==> config.mk <==
export PLATFORM = sky130hd
export DESIGN_NAME = trig_sched
export DESIGN_NICKNAME = d
export VERILOG_FILES = /design/src/rtl/trig_sched.sv
export SDC_FILE = /design/constraint.sdc
export NUM_CORES = 1
export LEC_CHECK = 0
export ABC_AREA = 1
export CAP_MARGIN = 20
export CORE_ASPECT_RATIO = 0.5
export CORE_UTILIZATION = 35
export DETAILED_ROUTE_END_ITERATION = 8
export HOLD_SLACK_MARGIN = 0.02
export PLACE_DENSITY = 0.55
export SYNTH_ARGS = -nofsm -noshare
export SYNTH_HDL_FRONTEND = slang
export SYNTH_SLANG_ARGS = --single-unit
==> constraint.sdc <==
create_clock -name clk -period 7.4 [get_ports clk]
set_clock_uncertainty 0.15 [all_clocks]
set_input_delay 1.11 -clock clk [delete_from_list [all_inputs] [get_ports clk]]
set_output_delay 1.11 -clock clk [all_outputs]
set_load 0.05 [all_outputs]
==> src/rtl/trig_sched.sv <==
// trig_sched: star-trigger scheduler.
// A CPU-programmed table of timed events is played back against a local
// timer. Each event drives a channel mask onto o_star for max(width,1)
// cycles.
//
// Ports:
//   clk, rst                 single clock, synchronous active-high reset
//   psel/penable/pwrite      APB slave control
//   paddr[7:0], pwdata[31:0] APB byte address / write data
//   prdata[31:0]             registered read data (captured in setup phase)
//   pready                   always 1
//   ext_start                asynchronous external start level
//   o_star[N_CH-1:0]         registered trigger pulses
//   busy                     sequencer not idle
//   irq                      one-cycle pulse on sequence completion
//
// Register map:
//   0x00 CTRL   [0] START (self-clearing), [1] ABORT (self-clearing), [2] LOOP
//   0x04 STATUS [0] busy, [1] DONE (W1C), [2] LATE (W1C), [11:8] entry index
//   0x08 COUNT  0x0C WIDX  0x10 TS (staging)
//   0x14 ENTRY  write-only; commits {TS, mask, width} to table[WIDX]
//
// Build option: define TRIG_SCHED_EXT_START_EN to let a synchronized rising
// edge of ext_start act as CTRL.START.
module trig_sched #(
  parameter int unsigned N_CH  = 17,
  parameter int unsigned DEPTH = 16,
  parameter int unsigned TS_W  = 32,
  parameter int unsigned PW_W  = 8
) (
  input  logic            clk,
  input  logic            rst,
  input  logic            psel,
  input  logic            penable,
  input  logic            pwrite,
  input  logic [7:0]      paddr,
  input  logic [31:0]     pwdata,
  output logic [31:0]     prdata,
  output logic            pready,
  input  logic            ext_start,
  output logic [N_CH-1:0] o_star,
  output logic            busy,
  output logic            irq
);

  localparam int unsigned IDX_W = (DEPTH > 1) ? $clog2(DEPTH) : 1;
  localparam int unsigned CNT_W = $clog2(DEPTH + 1);

  typedef enum logic [2:0] {
    S_IDLE,
    S_LOAD,
    S_WAIT,
    S_FIRE,
    S_DONE
  } state_t;

  state_t state_q, state_d;

  logic             loop_q;
  logic             done_q;
  logic             late_q;
  logic [CNT_W-1:0] count_q;
  logic [IDX_W-1:0] widx_q;
  logic [TS_W-1:0]  ts_stage_q;
  logic [IDX_W-1:0] idx_q;
  logic [TS_W-1:0]  timer_q;
  logic [PW_W-1:0]  fire_cnt_q;

  logic [TS_W-1:0]  tbl_ts   [DEPTH];
  logic [N_CH-1:0]  tbl_mask [DEPTH];
  logic [PW_W-1:0]  tbl_w    [DEPTH];

  logic             wr_en, rd_setup, cfg_wr, entry_wr;
  logic             ctrl_start, abort_req, start_req, ext_edge;
  logic [CNT_W-1:0] idx_nxt;
  logic [TS_W-1:0]  cur_ts;
  logic [PW_W-1:0]  cur_w;
  logic [31:0]      rd_val;

  assign pready   = 1'b1;
  assign busy     = (state_q != S_IDLE);
  assign wr_en    = psel & penable & pwrite;
  assign rd_setup = psel & ~penable & ~pwrite;
  // Table/config registers are frozen while a sequence is running.
  assign cfg_wr   = wr_en & ~busy;
  assign entry_wr = cfg_wr & (paddr == 8'h14) & ~rst;

  assign ctrl_start = wr_en & (paddr == 8'h00) & pwdata[0];
  assign abort_req  = wr_en & (paddr == 8'h00) & pwdata[1];
  assign start_req  = ctrl_start | ext_edge;

  assign cur_ts  = tbl_ts[idx_q];
  assign cur_w   = tbl_w[idx_q];
  assign idx_nxt = CNT_W'(idx_q) + CNT_W'(1);

`ifdef TRIG_SCHED_EXT_START_EN
  // Two synchronizer flops plus one history flop for the edge detector.
  logic [2:0] ext_sync_q;

  always_ff @(posedge clk) begin
    if (rst) ext_sync_q <= '0;
    else     ext_sync_q <= {ext_sync_q[1:0], ext_start};
  end

  assign ext_edge = ext_sync_q[1] & ~ext_sync_q[2];
`else
  logic unused_ext;
  assign unused_ext = ext_start;
  assign ext_edge   = 1'b0;
`endif

  logic unused_pwdata;
  assign unused_pwdata = ^pwdata;

  // Next-state logic. ABORT overrides every transition, including START.
  always_comb begin
    state_d = state_q;
    unique case (state_q)
      S_IDLE: if (start_req) state_d = S_LOAD;
      S_LOAD: state_d = (count_q == '0) ? S_DONE : S_WAIT;
      // ">=" folds the on-time and late cases into one transition.
      S_WAIT: if (timer_q >= cur_ts) state_d = S_FIRE;
      S_FIRE: begin
        if (fire_cnt_q == '0) state_d = (idx_nxt < count_q) ? S_WAIT : S_DONE;
      end
      S_DONE: state_d = loop_q ? S_LOAD : S_IDLE;
      default: state_d = S_IDLE;
    endcase
    if (abort_req) state_d = S_IDLE;
  end

  // Sequencer datapath and register file.
  always_ff @(posedge clk) begin
    if (rst) begin
      state_q    <= S_IDLE;
      loop_q     <= 1'b0;
      done_q     <= 1'b0;
      late_q     <= 1'b0;
      count_q    <= '0;
      widx_q     <= '0;
      ts_stage_q <= '0;
      idx_q      <= '0;
      timer_q    <= '0;
      fire_cnt_q <= '0;
      o_star     <= '0;
      irq        <= 1'b0;
      prdata     <= '0;
    end else begin
      state_q <= state_d;
      irq     <= (state_q == S_DONE) & ~abort_req;
      // o_star follows the state being entered, so a pulse starts the cycle
      // after the matching compare and drops as soon as FIRE is left.
      o_star  <= (state_d == S_FIRE) ? tbl_mask[idx_q] : '0;

      unique case (state_q)
        S_LOAD: begin
          timer_q <= '0;
          idx_q   <= '0;
        end
        S_WAIT, S_FIRE: begin
          if (timer_q != '1) timer_q <= timer_q + TS_W'(1);
        end
        default: ;
      endcase

      if (state_q == S_WAIT && state_d == S_FIRE) begin
        fire_cnt_q <= (cur_w == '0) ? '0 : cur_w - PW_W'(1);
        if (timer_q != cur_ts) late_q <= 1'b1;
      end else if (state_q == S_FIRE) begin
        if (fire_cnt_q == '0) idx_q <= idx_q + IDX_W'(1);
        else                  fire_cnt_q <= fire_cnt_q - PW_W'(1);
      end

      if (wr_en && paddr == 8'h00) loop_q <= pwdata[2];
      if (wr_en && paddr == 8'h04) begin
        if (pwdata[1]) done_q <= 1'b0;
        if (pwdata[2]) late_q <= 1'b0;
      end
      if (state_q == S_DONE && !abort_req) done_q <= 1'b1;

      if (cfg_wr) begin
        unique case (paddr)
          8'h08:   count_q    <= pwdata[CNT_W-1:0];
          8'h0C:   widx_q     <= pwdata[IDX_W-1:0];
          8'h10:   ts_stage_q <= pwdata[TS_W-1:0];
          8'h14:   widx_q     <= widx_q + IDX_W'(1);
          default: ;
        endcase
      end

      if (rd_setup) prdata <= rd_val;
    end
  end

  // Event table: not reset, written only through ENTRY.
  always_ff @(posedge clk) begin
    if (entry_wr) begin
      tbl_ts[widx_q]   <= ts_stage_q;
      tbl_mask[widx_q] <= pwdata[N_CH-1:0];
      tbl_w[widx_q]    <= pwdata[24 +: PW_W];
    end
  end

  // Read mux; ENTRY is write-only and reads as zero like unmapped space.
  always_comb begin
    rd_val = '0;
    unique case (paddr)
      8'h00: rd_val[2] = loop_q;
      8'h04: begin
        rd_val[0]          = busy;
        rd_val[1]          = done_q;
        rd_val[2]          = late_q;
        rd_val[8 +: IDX_W] = idx_q;
      end
      8'h08:   rd_val[CNT_W-1:0] = count_q;
      8'h0C:   rd_val[IDX_W-1:0] = widx_q;
      8'h10:   rd_val[TS_W-1:0]  = ts_stage_q;
      default: ;
    endcase
  end

endmodule

* Word level (Yosys, flattened, before mapping)
Memory sizes are Yosys's and may differ from the RTL's. A register that Yosys moved wholly into a read port is not among the register bits. Cells that the tools add are included.
Word-level totals: bits in registers 124, RAM bits 912, input bits 46, word-level logic and storage cells 115, memories 3
Operators by class: add/subtract/negate cells 6, $lt $le $gt $ge 2, eq/ne operators 14, muxes and demuxes 37, bitwise gates (word level) 17, reduce and logical (&&, ||, !) cells 24
Memory list:
- tbl_ts | words 16, bits a word 32, read ports 1, clocked after memory_dff 1, wr ports 1, line 69 | logic [TS_W-1:0] tbl_ts [DEPTH];
- tbl_mask | words 16, bits a word 17, read ports 1, clocked after memory_dff 1, wr ports 1, line 70 | logic [N_CH-1:0] tbl_mask [DEPTH];
- tbl_w | words 16, bits a word 8, read ports 1, clocked after memory_dff 1, wr ports 1, line 71 | logic [PW_W-1:0] tbl_w [DEPTH];
Operators by type and width (count):
- case mux 32 bit (2 select lines) | 1
- adder 32 x 1 -> 32 bit, second input constant | 1
- >= comparator 32 bit | 1
- two-way mux 32 bit | 1
- two-way mux 8 bit | 4
- inequality test 32 bit | 1
- inequality test 32 bit, second input constant | 1
- logical NOT 8 bit | 3
- two-way mux 4 bit | 6
- two-way mux 3 bit | 7
- two-way mux 20 bit | 1
- equality test 8 x 4 -> 1 bit, second input constant | 2
- equality test 8 x 5 -> 1 bit, second input constant | 2
- case mux 4 bit (2 select lines) | 2
- subtractor 8 x 1 -> 8 bit, second input constant | 2
- case mux 3 bit (5 select lines) | 1
- AND reduction 2 bit | 6
- AND 1 bit | 11
- two-way mux 1 bit | 10
- nonzero test 2 bit | 5
- equality test 3 x 2 -> 1 bit, second input constant | 3
- adder 4 x 1 -> 4 bit, second input constant | 2
- equality test 8 x 3 -> 1 bit, second input constant | 1
- case mux 2 bit (4 select lines) | 1
- other kinds (16) | 25

* Logic depth before layout (Yosys ltp)
depth in word-level cells 12, mapped depth 30, gate-level depth less buffers 24

* Least setup slack after synthesis
Ideal clock, no wire load.
path kind input to register, start input port paddr[1], end memory tbl_mask[0][0], enable pin, arrival time 4.571 ns, path slack 2.206 ns, stages on the path 7, buffers on the path 0, cell sequence nor2_1 inv_1 nor3_1 nand2_1 nor3_1 nand2_1 nor2_1
On the way: cells in the longest elaborated chain, start to end 5
RTL lines:
- start: declaration | line 36 | input logic [7:0] paddr,
- equality test 8 x 5 -> 1 bit | line 86 | assign entry_wr = cfg_wr & (paddr == 8'h14) & ~rst;
- AND 1 bit (2 in series) | line 86
- two-way mux 1 bit | line 197 | if (entry_wr) begin
- two-way mux 1 bit (implied by the code) | line 199 | tbl_mask[widx_q] <= pwdata[N_CH-1:0];
- end: declaration | line 70
Every way passes these cells.

* Worst setup path after layout
start register idx_q[0], end register o_star[12] (read register of tbl_mask)
On the way: cells in the longest elaborated chain, start to end 9
RTL lines:
- start: declaration | line 65 | logic [IDX_W-1:0] idx_q;
- start signal: assignment | line 170 | if (fire_cnt_q == '0) idx_q <= idx_q + IDX_W'(1);
- adder 4 x 1 -> 5 bit | line 94 | assign idx_nxt = CNT_W'(idx_q) + CNT_W'(1);
- less-than comparator 5 bit | line 124 | if (fire_cnt_q == '0) state_d = (idx_nxt < count_q) ? S_WAIT : S_DONE;
- two-way mux 3 bit (2 in series) | line 124
- case mux 3 bit (5 select lines) | line 118 | unique case (state_q)
- two-way mux 3 bit | line 129 | if (abort_req) state_d = S_IDLE;
- equality test 3 x 2 -> 1 bit | line 153 | o_star <= (state_d == S_FIRE) ? tbl_mask[idx_q] : '0;
- inverter 1 bit (no line)
- OR reduction 2 bit (no line)
- end: declaration | line 41 | output logic [N_CH-1:0] o_star,
Parallel ways exist; a longest one is shown, timed or not. A chain may end at the register's enable or synchronous reset.

==> flow_summary.toml <==
[die]
num_io_pins = 98
dieHeight_um = 248.2
die_w_um = 494.5
core-area_um2 = 119000
rows = 89
dieArea_um2 = 122700
start_util = 0.3565

[drt]
via_per_inst = 5.363
drt_iter0_drc = 2528
drt-wirelength-per-cell_um = 23.17
wl_um = 121000
drc = 0
via_count = 28010
drt_first_pass_iters = 5
ant_nets = 0

[finish]
syn_to_final_growth_pct = 14.47
fillers = 10963
final_layout_size_suffix_gt1_frac = 0.08432
final_area_um2 = 48580
fin_util = 0.4081
nets = 3633

[synth]
yosys_warnings = 0
synth_flop_cell = "edfxtp_1"
ys_types = 51
yosysSeqAreaShare = 0.7118
syn_area_per_cell_um2 = 12.16
synthAdderAreaFrac = 0.01327
synth_top_area_frac = 0.6452
synth_area_leader_cell = "edfxtp_1"
synth-xor-area-share = 0.003508
syn_area_um2 = 42440
synth_seq_cells = 1053
synth_compound_area_frac = 0.1105
synth_area_leaders = "edfxtp_1, dfxtp_1, nand2_1, o221ai_1, o21ai_0"
yosys.area_share.simple = 0.1217
synth_edf_count = 912
synthArstFlopShare = 0
synth_mux_area_frac = 0
synth_nets = 3581
synthTopCellsByCount = "edfxtp_1, nand2_1, nor2_1"
synth.most_common_cell = "edfxtp_1"
synth_top_family_by_area = "simple AND/OR/NAND/NOR gates"
synthCells = 3490

[setup_path]
path_depth = 21
worst-path-buf-inv = 2
r2r_cells = 21
rr_endpoint = "o_star[12]$_SDFF_PP0_"
slowest_stage = "o32ai_1"
slowest_delay_ns = 0.60
endpoint_kind = "flip-flop"
reg2reg_slack_ns = 2.03
cp.arrival_ns = 5.83
worst_setup_path_start_kind = "flip-flop"
r2r-start = "idx_q[0]$_SDFF_PP0_"
crit_required_ns = 7.86
crit_start = "idx_q[0]$_SDFF_PP0_"
path_cells = "inv_8 -> nand2_4 -> buf_4 -> o221ai_1 -> a31oi_1 -> o32ai_1 -> ha_1 -> nand2_1 -> nor2_1 -> nand2_1 -> nor2_1 -> nand2_1 -> nand2_1 -> nor2_1 -> nand2_1 -> nand2_1 -> nand2_2 -> nand2_2 -> nor2_4 -> nand2_4 -> a21oi_1"
criticalPathCategory = "reg2reg"
critPathMaxFanout = 77
endpoint = "o_star[12]$_SDFF_PP0_"
critPathTopFamily = "simple AND/OR/NAND/NOR gates"
path_common_cell = "nand2_1"

[timing]
setup_violations = 0
relSlewSlack = 0.2362
rsz0062_at_grt = "false"
fin_crit_ns = 5.366
hold_viol = 0
post-route-period-util = 0.7252
worst_pin_slew_ns = 1.143
slew_viol_final = 0
finalSetupTns_ns = 0
fmax_ghz = 0.1864

[clock_tree]
htree_levels = 3
root_buffer = "clkbuf_16"
post_cts_resized = 0
post_cts_buffers = 0
clockBufferDepth = 3
cts_hold_buf = 0
cts_tree = "built"
cts_sinks = 1053
insertion_delay_ns = 0.70
cts.clk_slew.worst_paths_ns = 0.06
cts_inserted_buffers = 101

[grt]
grt_antenna_before_repair = 1
grt_pass1_vias = 26911
track_usage = 0.1952
overflow = 0
grt_pass1_wl_um = 177400
grt_max_degree = 126

[power]
p_leak_nw = 17.73
ir_drop_mv = 0.1672
p_clk_frac = 0.447
p_per_area_nw_per_um2 = 243.8
share_comb_of_total_power = 0.012
p_sw_mw = 2.351
p_total_mw = 11.85
seq_power_share = 0.541
p_int_mw = 9.495
swShare = 0.1984

[placed_design]
dpl_cell_area_um2 = 45210
io_buffers = 95
post-dp-hpwl_um = 64420
globalplace.congestion = 0.8572

[outcome]
status = "finished clean"

[min_path]
hold_path.class = "reg2reg"

[job]
cap_violations = 0
## worst min-delay path: stages (launching register included)
cell,delay (ns)
dfxtp_1,0.30
inv_1,0.07
a21oi_1,0.07
## sequential cells by signal (all words and copies together), names as in the netlist
name,cells
tbl_ts,512
count_q,5
fire_cnt_q,8
tbl_mask,272
idx_q,4
timer_q,32
ts_stage_q,32
prdata,32
state_q,3
o_star,17
irq,1
done_q,1
loop_q,1
late_q,1
tbl_w,128
widx_q,4
## placed cells by master (no fill, tap or decap), types with 13 or more instances in the layout
cell and count:
edfxtp_1 912, nand2_1 728, nor2_1 236, o21ai_0 206, inv_1 173, nand3_1 167
o221ai_1 143, a21oi_1 143, dfxtp_1 137, clkbuf_16 104, clkdlybuf4s50_1 95, a31oi_1 82
o22ai_1 56, buf_4 50, ha_1 45, o211ai_1 32, o32ai_1 26, clkinv_2 24
nor3_1 23, clkbuf_1 22, nor2_4 21, o21ai_1 16, nand4_1 16, clkinv_1 15
xor2_1 13
## metrics by stage
| step | setup slack [ns] | cells | hold WS (ns) |
|---|---|---|---|
| 6_report | 2.034 | 5223 | 0.3208 |
| 3_3_place_gp | 2.034 | 5031 | 0.2945 |
| 3_5_place_dp | 2.020 | 5031 | 0.3072 |
| 5_1_grt | 1.619 | 5221 | 0.3461 |
| 2_1_floorplan | 2.206 | 3490 | 0.2759 |
| 4_1_cts | 2.000 | 5221 | 0.3163 |
## final cells by class
class | instances | area [µm²] | share of cell area
Clock inverter | 58 | 603.1 | 0.01241
Tap cell | 1592 | 1992 | 0.04100
Inverter | 188 | 720.7 | 0.01483
Sequential cell | 1053 | 30220 | 0.6221
Clock buffer | 132 | 2768 | 0.05697
Antenna cell | 2 | 5.005 | 0.0001030
Timing Repair Buffer | 156 | 1546 | 0.03183
Multi-Input combinational cell | 2042 | 10720 | 0.2207
## logic make-up after synthesis
kind of cell / after synthesis
other cells: 1
xor+xnor: 17
buf+inv: 395
fa+ha+maj: 45
simple gates: 1244
flops: 1053
compound gates: 735
## worst min-delay path by stage
stage	start	to	slack, ns	cells past startpoint
final	late_q$_SDFF_PP0_	late_q$_SDFF_PP0_	0.32	2
after global routing	late_q$_SDFF_PP0_	late_q$_SDFF_PP0_	0.35	2
after CTS	late_q$_SDFF_PP0_	late_q$_SDFF_PP0_	0.32	2
after detailed placement	late_q$_SDFF_PP0_	late_q$_SDFF_PP0_	0.31	2
after global placement	late_q$_SDFF_PP0_	late_q$_SDFF_PP0_	0.29	2
after floorplan	late_q$_SDFF_PP0_	late_q$_SDFF_PP0_	0.28	2
## power by group through the flow
stage	Combinational [mW]	Clock, mW	Sequential, mW
after global placement	0.141	0	6.53
after global routing	0.153	5.60	6.40
final	0.144	5.30	6.40
after detailed placement	0.145	0	6.53
after floorplan	0.0262	0	6.56
after CTS	0.145	5.38	6.40
## per-layer routing
| metal | vias to the layer above | global-route usage | share of wire |
|---|---|---|---|
| li1 | 12807 | - | - |
| met1 | 14088 | 0.2776 | 0.46 |
| met2 | 971 | 0.3092 | 0.46 |
| met3 | 144 | 0.03344 | 0.067 |
| met4 | 0 | 0.04960 | 0.020 |
| met5 | - | 0 | 0 |
No activity file was read; power rests on OpenSTA's default activity.
